===== src/rtl/pipe_hazard_ctrl.sv =====
// pipe_hazard_ctrl: fixed-latency issue scoreboard that stalls on RAW hazards against in-flight writes.
// Optional writeback-bus forwarding is enabled by defining PIPE_HAZARD_FWD_EN.
module pipe_hazard_ctrl #(
    parameter int LAT = 4
) (
    input  logic        Clock,
    input  logic        Reset,
    input  logic        inst_valid,
    output logic        inst_ready,
    input  logic [3:0]  src1_ad,
    input  logic [3:0]  src2_ad,
    input  logic [3:0]  dst_ad,
    input  logic        use_src1,
    input  logic        use_src2,
    input  logic        wr_dst,
    input  logic        hold,
    output logic        issue_en,
    output logic        stall,
    output logic        wb_valid,
    output logic [3:0]  wb_ad,
    output logic        fwd1,
    output logic        fwd2,
    output logic [15:0] stall_cnt
);

`ifdef PIPE_HAZARD_FWD_EN
    localparam int WIN = LAT - 1;
`else
    localparam int WIN = LAT;
`endif

    logic [LAT-1:0] slot_v;
    logic [3:0]     slot_ad [LAT];
    logic           haz1;
    logic           haz2;
    logic           hazard;

    // The issuing instruction's own dst is not yet in any slot, so it never matches itself.
    always_comb begin
        haz1 = 1'b0;
        haz2 = 1'b0;
        for (int i = 0; i < WIN; i++) begin
            if (slot_v[i] && (slot_ad[i] == src1_ad)) haz1 = 1'b1;
            if (slot_v[i] && (slot_ad[i] == src2_ad)) haz2 = 1'b1;
        end
    end

    assign hazard     = (use_src1 && haz1) || (use_src2 && haz2);
    assign inst_ready = !hold && !hazard;
    assign issue_en   = inst_valid && inst_ready;
    assign stall      = hold || (inst_valid && hazard);
    assign wb_valid   = slot_v[LAT-1] && !hold;
    assign wb_ad      = slot_ad[LAT-1];

`ifdef PIPE_HAZARD_FWD_EN
    assign fwd1 = slot_v[LAT-1] && use_src1 && (slot_ad[LAT-1] == src1_ad) && !hold;
    assign fwd2 = slot_v[LAT-1] && use_src2 && (slot_ad[LAT-1] == src2_ad) && !hold;
`else
    assign fwd1 = 1'b0;
    assign fwd2 = 1'b0;
`endif

    always_ff @(posedge Clock) begin
        if (Reset) begin
            slot_v <= '0;
            for (int i = 0; i < LAT; i++) slot_ad[i] <= 4'd0;
        end else if (!hold) begin
            slot_v[0]  <= issue_en && wr_dst;
            slot_ad[0] <= issue_en ? dst_ad : 4'd0;
            for (int i = 1; i < LAT; i++) begin
                slot_v[i]  <= slot_v[i-1];
                slot_ad[i] <= slot_ad[i-1];
            end
        end
    end

    always_ff @(posedge Clock) begin
        if (Reset) begin
            stall_cnt <= 16'd0;
        end else if (inst_valid && hazard && !hold && (stall_cnt != 16'hFFFF)) begin
            stall_cnt <= stall_cnt + 16'd1;
        end
    end

endmodule


===== config.mk =====
export PLATFORM = sky130hd
export DESIGN_NAME = pipe_hazard_ctrl
export DESIGN_NICKNAME = d
export VERILOG_FILES = /design/src/rtl/pipe_hazard_ctrl.sv
export SDC_FILE = /design/constraint.sdc
export NUM_CORES = 1
export LEC_CHECK = 0
export ABC_AREA = 1
export CAP_MARGIN = 10
export CORE_MARGIN = 10
export CORE_UTILIZATION = 35
export CTS_BUF_LIST = sky130_fd_sc_hd__clkbuf_4 sky130_fd_sc_hd__clkbuf_8
export DETAILED_ROUTE_END_ITERATION = 8
export PLACE_DENSITY = 0.69
export SLEW_MARGIN = 10
export SYNTH_ARGS = -nofsm -noshare
export SYNTH_HDL_FRONTEND = slang
export SYNTH_SLANG_ARGS = --single-unit

===== constraint.sdc =====
create_clock -name Clock -period 2.6 [get_ports Clock]
set_input_delay 0.39 -clock Clock [delete_from_list [all_inputs] [get_ports Clock]]
set_output_delay 0.39 -clock Clock [all_outputs]
set_load 0.05 [all_outputs]

[Word level (Yosys, flattened, before mapping)]
Memories as Yosys holds them, arrays and structs flattened.
Index checks and enable logic that the tools add are counted.
Word-level totals
  register bits after elaboration: 20
  bits in latches: 0
  bits in writable memories: 16
  memory bits (read-only): 0
  logic and storage cells: 56
  memories: 1
Cells by class
  $add $sub $neg: 1
  $mul: 0
  div/mod/pow operators: 0
  $lt $le $gt $ge: 0
  equal/unequal tests: 9
  shift-type cells: 0
  multiplexer cells: 18
  bitwise gates (word level): 4
  reduce and logical (&&, ||, !) cells: 21
Memory list
  slot_ad: words 4, bits a word 4, rd ports 4, clocked after Yosys merged registers in 0, write ports 4, line 33  | logic [3:0] slot_ad [LAT];
Operator list (number)
  4-bit equality test: 8
  4-bit 2-to-1 mux: 5
  1-bit logical AND: 17
  16-bit by 1-bit adder with 16-bit output (second input constant): 1
  16-bit != test (second input constant): 1
  1-bit 2-to-1 mux: 13
  1-bit OR: 4
  1-bit zero test: 2
  1-bit logical OR: 2

[Depth between registers and ports, before layout]
An unclocked memory read counts as a cell.
  word-level depth: 14
  mapped depth: 16

[Worst setup path before layout]
No wires, ideal clock.
  path kind: input to output
  start point: input port src2_ad[1]
  end point: output port inst_ready
  data arrival time: 1.907 ns
  slack: 0.303 ns
  stages on the path: 9
  cell sequence: buf_4 > o211ai_1 > nor2_2 > nor2_2 > nand2_2 > nand2_4 > nand2_8 > buf_12 > nor2_1
Between the ends
  cells in the longest elaborated chain, start to end: 10
  elaborated cells on any way between the ends: 16
  classes of those cells: eq/ne (4); mux (4); reduce/logical (8)
Ends and longest elaborated chain
  start: declaration: line 11  | input logic [3:0] src2_ad,
  4-bit equality test: line 44  | if (slot_v[i] && (slot_ad[i] == src2_ad)) haz2 = 1'b1;
  1-bit logical AND: line 44
  1-bit 2-to-1 mux (3 in series): line 44
  1-bit 2-to-1 mux *: line 44
  1-bit logical AND *: line 48  | assign hazard = (use_src1 && haz1) || (use_src2 && haz2);
  1-bit logical OR *: line 48
  1-bit zero test *: line 49  | assign inst_ready = !hold && !hazard;
  1-bit logical AND *: line 49
  end: declaration: line 9  | output logic inst_ready,
Every way passes the cells marked *; elsewhere a longest branch is shown, timed or not.

[Worst setup path in the final report]
  start point: input port src2_ad[2]
  end point: output port issue_en
Between the ends
  cells in the longest elaborated chain, start to end: 11
  elaborated cells on any way between the ends: 17
  classes of those cells: eq/ne (4); mux (4); reduce/logical (9)
Ends and longest elaborated chain
  4-bit equality test: line 44
  1-bit logical AND: line 44
  1-bit 2-to-1 mux (3 in series): line 44
  1-bit 2-to-1 mux *: line 44
  1-bit logical AND *: line 48
  1-bit logical OR *: line 48
  1-bit zero test *: line 49
  1-bit logical AND *: line 49
  1-bit logical AND *: line 50  | assign issue_en = inst_valid && inst_ready;
  end: declaration: line 17  | output logic issue_en,
Marks and branches as above.

==> results.json <==
{
  "rows": 30,
  "rsz0062_at_grt": "false",
  "power.density_mw_per_mm2": 426.6,
  "ys_seq_area_share_pct": 35.66,
  "drive_gt1_share_pct": 12.44,
  "yosys.area_share.simple_pct": 40.02,
  "dieHeight_um": 104.0,
  "yosysMostFrequentCell": "nand2_1",
  "leakage_nw": 1.474,
  "synth-compound-area-share_pct": 6.535,
  "post_cts_buffers": 0,
  "startpoint_type": "input port",
  "setup_tns_ns": 0,
  "synth_cells": 366,
  "num_antenna_cells": 0,
  "hold_class": "register to register",
  "grt_start_max_net_pins": 21,
  "cp_slowest_cell": "clkdlybuf4s50_1",
  "critical_path.max_stage_delay_ns": 0.61,
  "worstSkewPairLatency_ns": 0.29,
  "max_slew_margin_pct": 64.60,
  "postCtsHoldBufs": 0,
  "ys_top_cells_by_area": "edfxtp_1 19%, dfxtp_1 16%, nand2_1 15%",
  "synth_xor_area_share_pct": 1.418,
  "placed_cells": 498,
  "final-seq-area_um2": 880.8,
  "finalSetupViolations": 0,
  "drt_iter0_drc": 120,
  "port_buffers": 42,
  "synthAdderAreaFrac_pct": 0.5066,
  "finalNonFillerCells": 506,
  "fillers": 696,
  "clock_skew_ns": 0.01032,
  "post-route-drc-count": 0,
  "worstSetupPathType": "input port to primary output",
  "yosysWarnings": 0,
  "initial_core_util_pct": 36.15,
  "gr-usage-all-layers_pct": 11.37,
  "post-route-period-util_pct": 95.21,
  "post-synth-top-area-cell": "edfxtp_1",
  "hpwl_um": 4724,
  "cts_resized": 0,
  "endpoint_kind": "primary output",
  "ys_ff_latch": 36,
  "die_x_um": 104.0,
  "avgRoutedWirePerCell_um": 11.94,
  "crit_chain": "clkdlybuf4s50_1 -> inv_2 -> nand2_1 -> nand2_1 -> nand3_1 -> nor2_2 -> nor2_2 -> nand2_2 -> nand2_4 -> nand2_8 -> nor3_4 -> buf_12",
  "worstPathArrival_ns": 2.09,
  "synth_top_family_by_area": "simple AND/OR/NAND/NOR gates",
  "viasPerCell": 4.460,
  "cts_sinks": 36,
  "yosys.area.top_type_share_pct": 19.45,
  "dr_total_vias": 2257,
  "die-area_mm2": 0.01082,
  "syn_to_final_growth_pct": 26.19,
  "multiInputGateArea_mm2": 0.001205,
  "hold_viol": 0,
  "avgSynthCellArea_um2": 6.748,
  "required_ns": 2.21,
  "first_pass_iters": 4,
  "cts_tree": "built",
  "grt_overflow": 0,
  "cts-buffers-inserted": 5,
  "crit_fanout": 9,
  "fmax_mhz": 404.0,
  "cts_max_level": 2,
  "worst_ir_drop_vdd_v": 0.0002017,
  "design_area_mm2": 0.003117,
  "nets": 429,
  "io_pins": 45,
  "fin_total_pwr_mw": 1.330,
  "synth_mux_area_share_pct": 0,
  "cts_root_buf": "clkbuf_8",
  "async_reset_ff_share_pct": 0,
  "gp_congestion": 0.8758,
  "routed_wl_um": 6041,
  "core_mm2": 0.006832,
  "synth_commonest_cells": "100 x nand2_1, 65 x inv_1, 59 x nor2_1",
  "clock_path_buffers": 2,
  "period_minus_slack_ns": 2.476,
  "status": "complete, no violations",
  "slew_viol_final": 0,
  "antenna_left": 0,
  "final_util_pct": 45.62,
  "synthesis.area_mm2": 0.002470,
  "synth-edff-count": 16,
  "clkTransAtPathRegs_ns": 0.07,
  "antenna_found_initial": 0,
  "grt_pass1_wl_um": 10430,
  "dpl_cell_area_mm2": 0.002988,
  "grt_pass1_vias": 2233,
  "synth.distinct_cells": 30,
  "synthFlopType": "dfxtp_1",
  "tightest_slew_ns": 0.5297,
  "max-cap-violations": 0
}
[state kept, by name (all words and copies together) (netlist names)]
name and cells:
slot_v 4, slot_ad 16, stall_cnt 16
[cell usage in the layout, fill, tap and decap left out, types with 2 or more instances in the layout]
cell and n:
nand2_2 3, edfxtp_1 16, nand2_4 2, o22ai_1 3, dfxtp_1 20, clkbuf_8 5
conb_1 2, a21oi_1 6, dlymetal6s2s_1 7, clkinv_1 2, o21ai_1 3, xnor2_1 4
inv_2 8, nand2_1 100, o211ai_1 4, inv_1 65, clkdlybuf4s50_1 31, nor3_2 2
nand4_1 10, buf_12 3, nand4_2 6, nor2_1 59, nand3_1 16, o21bai_1 9
buf_4 8, nor2_2 7
[critical path, delay by kind of cell]
| kind | cells | cell delay (ns) |
|---|---|---|
| buffers and inverters | 3 | 0.85 |
| and+or+nand+nor | 9 | 0.84 |
[layout make-up]
class                      count  share of cell area (%)
clock buffer                   6                   2.449
clock inverter                 2                   1.124
inverter                      75                   9.033
multi-input combinational    242                   38.66
sequential                    36                   28.26
tap                           96                   3.854
timing repair buffer          49                   16.62
[metal layers]
layer  wire [um]  track usage (%)  part of all wire (%)
met1        2782            14.04                    46
met2        2807            18.02                    46
met3         405            4.213                   6.7
met4          45            3.280                  0.74
met5           0                0                     0
[final timing paths]
check / from / slack, ns / cells after the start / end
worst max-delay path: src2_ad[2] / 0.12 / 12 / issue_en
worst min-delay path: stall_cnt[7]$_SDFFE_PP0P_ / 0.48 / 2 / stall_cnt[7]$_SDFFE_PP0P_
worst max register to register: slot_ad[0][3]$_SDFFCE_PN0P_ / 0.77 / 11 / slot_ad[0][1]$_SDFFCE_PN0P_
worst min register to register: stall_cnt[7]$_SDFFE_PP0P_ / 0.48 / 2 / stall_cnt[7]$_SDFFE_PP0P_
[cell families after synthesis]
group | after synthesis
compound gates | 25
fa+ha+maj | 1
flops | 36
buf+inv | 89
other cells | 1
simple gates | 210
xor+xnor | 4
[through the flow]
stage | setup slack [ns] | hold slack [ns]
4_1_cts | 0.08591 | 0.4801
2_1_floorplan | 0.3030 | 0.4766
3_5_place_dp | 0.1022 | 0.4649
5_1_grt | 0.04172 | 0.5069
6_report | 0.1245 | 0.4835
3_3_place_gp | 0.1427 | 0.4550
[report_power, final]
| part | switching [mW] | leakage (nW) | internal, mW |
|---|---|---|---|
| combinational | 0.130 | 1.08 | 0.0800 |
| clock | 0.204 | 0.0586 | 0.295 |
| sequential | 0.0131 | 0.339 | 0.608 |
Power figures use the tool's default switching activity.
